[config.mk]
export PLATFORM = sky130hd
export DESIGN_NAME = aes_round_ctrl
export DESIGN_NICKNAME = d
export VERILOG_FILES = /design/src/rtl/aes_round_ctrl.sv
export SDC_FILE = /design/constraint.sdc
export NUM_CORES = 1
export LEC_CHECK = 0
export ABC_AREA = 1
export CAP_MARGIN = 15
export CELL_PAD_IN_SITES_DETAIL_PLACEMENT = 1
export CELL_PAD_IN_SITES_GLOBAL_PLACEMENT = 2
export CORE_AREA = 2 2 351 353
export DETAILED_ROUTE_END_ITERATION = 7
export DIE_AREA = 0 0 353 355
export PLACE_DENSITY_LB_ADDON = 0.12
export SLEW_MARGIN = 25
export SYNTH_ARGS = -nofsm -noshare
export SYNTH_HDL_FRONTEND = slang
export SYNTH_SLANG_ARGS = --single-unit
[constraint.sdc]
create_clock -name clk -period 1.6 [get_ports clk]
set_input_delay 0.32 -clock clk [delete_from_list [all_inputs] [get_ports clk]]
set_output_delay 0.32 -clock clk [all_outputs]
set_load 0.01 [all_outputs]
[src/rtl/aes_round_ctrl.sv]
// aes_round_ctrl: AES-128 round sequencer.
// Owns the 128-bit cipher state, performs AddRoundKey itself and drives the
// external SubBytes / ShiftRows / MixColumns units through a one-cycle
// ena / level done handshake. Round keys are fetched by index (key_round).
// Optional feature macro: DONE_TIMEOUT_EN -- aborts a unit wait after
// TIMEOUT cycles without done and raises a sticky error flag.
module aes_round_ctrl #(
  parameter int unsigned NR      = 10,
  parameter int unsigned TIMEOUT = 16
) (
  input  logic         clk,
  input  logic         rst,
  input  logic         start,
  input  logic [127:0] plaintext,
  output logic         busy,
  output logic [3:0]   key_round,
  input  logic [127:0] round_key,
  output logic [127:0] unit_state,
  output logic         sub_ena,
  output logic         shift_ena,
  output logic         mix_ena,
  input  logic [127:0] sub_out,
  input  logic [127:0] shift_out,
  input  logic [127:0] mix_out,
  input  logic         sub_done,
  input  logic         shift_done,
  input  logic         mix_done,
  output logic [127:0] ciphertext,
  output logic         ct_valid,
  output logic         error
);

  typedef enum logic [3:0] {
    IDLE,
    ARK,
    SUB_REQ,
    SUB_WAIT,
    SR_REQ,
    SR_WAIT,
    MC_REQ,
    MC_WAIT,
    FIN
  } fsm_t;

  localparam logic [3:0] LAST_RND = 4'(NR);

  fsm_t         fsm_q,   fsm_d;
  logic [3:0]   round_q, round_d;
  logic [127:0] state_q, state_d;
  logic [127:0] ct_q,    ct_d;

`ifdef DONE_TIMEOUT_EN
  // Wait-cycle counter only needs to reach TIMEOUT-1 before firing.
  localparam int unsigned TW = (TIMEOUT > 1) ? $clog2(TIMEOUT) : 1;

  logic [TW-1:0] tmo_q, tmo_d;
  logic          err_q, err_d;
  logic          in_wait;
  logic          unit_done;

  // Done of whichever unit is currently being waited on.
  always_comb begin
    in_wait   = (fsm_q == SUB_WAIT) || (fsm_q == SR_WAIT) || (fsm_q == MC_WAIT);
    unit_done = ((fsm_q == SUB_WAIT) && sub_done)   ||
                ((fsm_q == SR_WAIT)  && shift_done) ||
                ((fsm_q == MC_WAIT)  && mix_done);
  end
`endif

  // Next-state logic: round sequencing, state updates and unit handshakes.
  always_comb begin
    fsm_d   = fsm_q;
    round_d = round_q;
    state_d = state_q;
    ct_d    = ct_q;
`ifdef DONE_TIMEOUT_EN
    tmo_d   = '0;
    err_d   = err_q;
`endif
    unique case (fsm_q)
      IDLE: begin
        if (start) begin
          state_d = plaintext;
          round_d = 4'd0;
          fsm_d   = ARK;
        end
      end
      ARK: begin
        state_d = state_q ^ round_key;
        if (round_q == LAST_RND) begin
          // Capture here so ciphertext is already valid during the FIN pulse.
          ct_d  = state_q ^ round_key;
          fsm_d = FIN;
        end else begin
          round_d = round_q + 4'd1;
          fsm_d   = SUB_REQ;
        end
      end
      SUB_REQ: fsm_d = SUB_WAIT;
      SUB_WAIT: begin
        if (sub_done) begin
          state_d = sub_out;
          fsm_d   = SR_REQ;
        end
      end
      SR_REQ: fsm_d = SR_WAIT;
      SR_WAIT: begin
        if (shift_done) begin
          state_d = shift_out;
          // Final round skips MixColumns.
          fsm_d   = (round_q == LAST_RND) ? ARK : MC_REQ;
        end
      end
      MC_REQ: fsm_d = MC_WAIT;
      MC_WAIT: begin
        if (mix_done) begin
          state_d = mix_out;
          fsm_d   = ARK;
        end
      end
      FIN:     fsm_d = IDLE;
      default: fsm_d = IDLE;
    endcase
`ifdef DONE_TIMEOUT_EN
    // Counter is zero in every non-wait state, so each REQ restarts it.
    // Firing at TIMEOUT-1 means the count would reach TIMEOUT on this edge.
    if (in_wait && !unit_done) begin
      if (tmo_q == TW'(TIMEOUT - 1)) begin
        fsm_d = IDLE;
        err_d = 1'b1;
      end else begin
        tmo_d = tmo_q + 1'b1;
      end
    end
`endif
  end

  // State registers with synchronous reset.
  always_ff @(posedge clk) begin
    if (rst) begin
      fsm_q   <= IDLE;
      round_q <= 4'd0;
      state_q <= '0;
      ct_q    <= '0;
    end else begin
      fsm_q   <= fsm_d;
      round_q <= round_d;
      state_q <= state_d;
      ct_q    <= ct_d;
    end
  end

`ifdef DONE_TIMEOUT_EN
  // Timeout counter and sticky error flag.
  always_ff @(posedge clk) begin
    if (rst) begin
      tmo_q <= '0;
      err_q <= 1'b0;
    end else begin
      tmo_q <= tmo_d;
      err_q <= err_d;
    end
  end

  assign error = err_q;
`else
  assign error = 1'b0;
`endif

  // Parameter sanity: round counter is 4 bits, timeout must be non-zero.
  always_ff @(posedge clk) begin
    if (rst) assert (NR >= 1 && NR <= 15 && TIMEOUT >= 1);
  end

  assign busy       = (fsm_q != IDLE);
  assign key_round  = round_q;
  assign unit_state = state_q;
  assign sub_ena    = (fsm_q == SUB_REQ);
  assign shift_ena  = (fsm_q == SR_REQ);
  assign mix_ena    = (fsm_q == MC_REQ);
  assign ciphertext = ct_q;
  assign ct_valid   = (fsm_q == FIN);

endmodule
==> impl_metrics.env <==
export IMPL_nets=4862
export IMPL_syn_nets=3747
export IMPL_drive_gt1_frac=0.230
export IMPL_tightest_slew_ps=563
export IMPL_cts_tree="built"
export IMPL_fin_crit_ps=1950
export IMPL_syn_area_um2=17200
export IMPL_num_rows=128
export IMPL_cts_reportedPaths_clkPinSlew_ps=60
export IMPL_drt_iter0_drc=916
export IMPL_firstDrtPassIters=5
export IMPL_synth_commonest_cells="nand2_1 (919), inv_1 (528), nor2_1 (424)"
export IMPL_reg2reg_to="unit_state[100]"
export IMPL_maxSlewViolCount=0
export IMPL_pin_count=912
export IMPL_max_cap_viol_count=0
export IMPL_insertion_delay_ps=590
export IMPL_async_reset_ff_frac=0
export IMPL_irDropWorstVdd_uv=740
export IMPL_cp_required_ps=2050
export IMPL_hold_path_class="in -> reg"
export IMPL_numPortBuffers=910
export IMPL_hp_start="plaintext[31]"
export IMPL_routed_wl_um=134000
export IMPL_crit_fanout=8
export IMPL_antenna_found_initial=34
export IMPL_core_um2=121000
export IMPL_placedCellCount=5662
export IMPL_path_class="reg -> reg"
export IMPL_cp_end_kind="flop"
export IMPL_slew_headroom=0.625
export IMPL_multi_input_area_um2=10500
export IMPL_gr_total_overflow=0
export IMPL_cts_root_buf="clkbuf_16"
export IMPL_hold_slack_ps=430
export IMPL_syn_to_final_growth_pct=105
export IMPL_hold_viol_final=0
export IMPL_worstHoldEndpoint="unit_state[31]"
export IMPL_vias=23738
export IMPL_synth_cell_types=22
export IMPL_yosysSeqAreaShare=0.307
export IMPL_grt_pass1_wl_um=184000
export IMPL_die_h_um=355
export IMPL_syn_inst=3099
export IMPL_synth_seq_cells=264
export IMPL_final_cells=5887
export IMPL_yosys_area_top_type="dfxtp_1"
export IMPL_max_freq_ghz=0.512
export IMPL_synth_most_common_cell="nand2_1"
export IMPL_cts_buffer_depth=3
export IMPL_regArea_um2=5370
export IMPL_violations="setup timing"
export IMPL_initial_core_util=0.142
export IMPL_synth_top_area_share=0.307
export IMPL_reg2regPathDepth=12
export IMPL_ctsHtreeMaxLevel=2
export IMPL_crit_path_start_kind="flop"
export IMPL_grt_usage=0.204
export IMPL_detailed_place_hpwl_um=96800
export IMPL_layout_setup_ws_ps=-354
export IMPL_grt_max_degree=85
export IMPL_syn_avg_cell_area_um2=5.55
export IMPL_fillCellCount=14864
export IMPL_rsz0062_at_grt="true"
export IMPL_leakagePower_nw=16.2
export IMPL_whs_path_depth=5
export IMPL_wl_per_cell_um=22.8
export IMPL_fin_skew_ps=25.4
export IMPL_r2r_slack_ps=-350
export IMPL_yosysWarnings=0
export IMPL_ant_nets=0
export IMPL_cts_buffers=42
export IMPL_cts_sinks=264
export IMPL_min_period_over_period=1.22
export IMPL_setup_viol=266
export IMPL_grt_pass1_vias=24961
export IMPL_arrival_ps=2400
export IMPL_power_density_nw_per_um2=969
export IMPL_place_ws_ps=-582
export IMPL_die_x_um=353
export IMPL_drcViolationCount=0
export IMPL_synth_area_top_cells="dfxtp_1 (31%), nand2_1 (20%), inv_1 (12%), nand3_1 (11%), nor2_1 (9.3%)"
export IMPL_synth_edf_count=0
export IMPL_viasPerCell=4.03
export IMPL_timing_rr_start="fsm_q[2]"
export IMPL_die_area_um2=125000
export IMPL_synth_main_ff_cell="dfxtp_1"
export IMPL_outcome="finished with violations"
export IMPL_gp_congestion=0.789
layer usage:
metal | vias to the layer above | share of wire | GRT usage
met5 | - | 0.0014 | 0
met4 | 30 | 0.025 | 0.0623
met3 | 145 | 0.060 | 0.0548
met2 | 590 | 0.50 | 0.366
met1 | 11182 | 0.41 | 0.236
li1 | 11791 | - | -
sequential cells by signal, indices dropped and copies added (netlist names):
name / flops
ciphertext: 128
unit_state: 128
fsm_q: 4
key_round: 4
timing repair:
action / 4_1_cts / 5_1_grt
endpoints found under the hold margin: 3 / 0
gates resized for setup: 1273 / 203
hold buffers: 1 / 0
setup endpoints to repair: 526 / 312
pin swaps: 51 / 41
cloned: 56 / 10
buffers inserted: 69 / 24
cells by family after synthesis:
logic type	after synthesis	share of synthesized area
fa+ha+maj	2	0.00145
simple gates	1747	0.412
other cells	1	0.000218
compound gates	368	0.111
buf+inv	717	0.168
flops	264	0.307
area by class of cell:
class | instances | share of cell area
inverter | 531 | 0.0570
multi-input combinational | 2118 | 0.297
sequential | 264 | 0.152
timing repair buffer | 1257 | 0.395
antenna | 16 | 0.00114
clock inverter | 11 | 0.00312
tap | 1625 | 0.0577
clock buffer | 65 | 0.0369
worst max path at each step:
stage,start,end,slack (ps),cells past startpoint
2_1_floorplan,key_round[0],key_round[1],0.3,9
3_3_place_gp,sub_done,unit_state[111],-620,9
3_5_place_dp,sub_done,unit_state[100],-580,9
4_1_cts,fsm_q[2],sub_ena,-330,6
5_1_grt,fsm_q[2],unit_state[95],-420,12
6_report,fsm_q[2],unit_state[100],-350,12
stage by stage:
stage	power (mW)	instance area [um2]	setup TNS, ps	utilization
after floorplan	13.5	17200	0	-
after global placement	21.6	29800	-94150	0.246
after detailed placement	21.6	29800	-94670	0.246
after CTS	34.2	34600	-60370	0.285
after global routing	36.4	35300	-73150	0.290
final	34.2	35300	-47350	0.290
layout by cell type, fill, tap and decap left out, types with 30 or more instances in the layout:
master | netlist | routed
nand3_1 | 394 | 376
a21oi_2 | 0 | 100
nand2_1 | 919 | 829
clkbuf_16 | 0 | 55
nor2_1 | 424 | 391
clkdlybuf4s15_1 | 0 | 47
buf_2 | 110 | 78
a21oi_1 | 236 | 135
clkdlybuf4s15_2 | 0 | 82
dlygate4sd2_1 | 0 | 46
o21ai_2 | 0 | 54
buf_16 | 0 | 49
buf_6 | 0 | 37
clkdlybuf4s50_1 | 0 | 644
buf_12 | 0 | 77
inv_1 | 528 | 520
dfxtp_1 | 264 | 215
buf_4 | 16 | 153
nand2_2 | 1 | 69
o21ai_1 | 0 | 30
dfxtp_2 | 0 | 41
critical path, stage by stage, from the launching register on:
cell      delay [ps]
dfxtp_2          350
buf_6            100
nor2_4            30
buf_12           140
nand3b_1         120
nand2_2          100
buf_6            130
nor2_4           150
nand2_8          190
buf_6            210
buf_16           150
nand2_4           70
a21oi_2           40
power by group:
part           switching [mW]  leakage [nW]  total (mW)  internal, mW
combinational            8.68          13.3        16.2          7.51
clock                    3.75         0.694        9.64          5.89
sequential              0.908          2.17        8.33          7.42
total                    13.3          16.2        34.2          20.8
No activity file was read; power rests on OpenSTA's default activity.
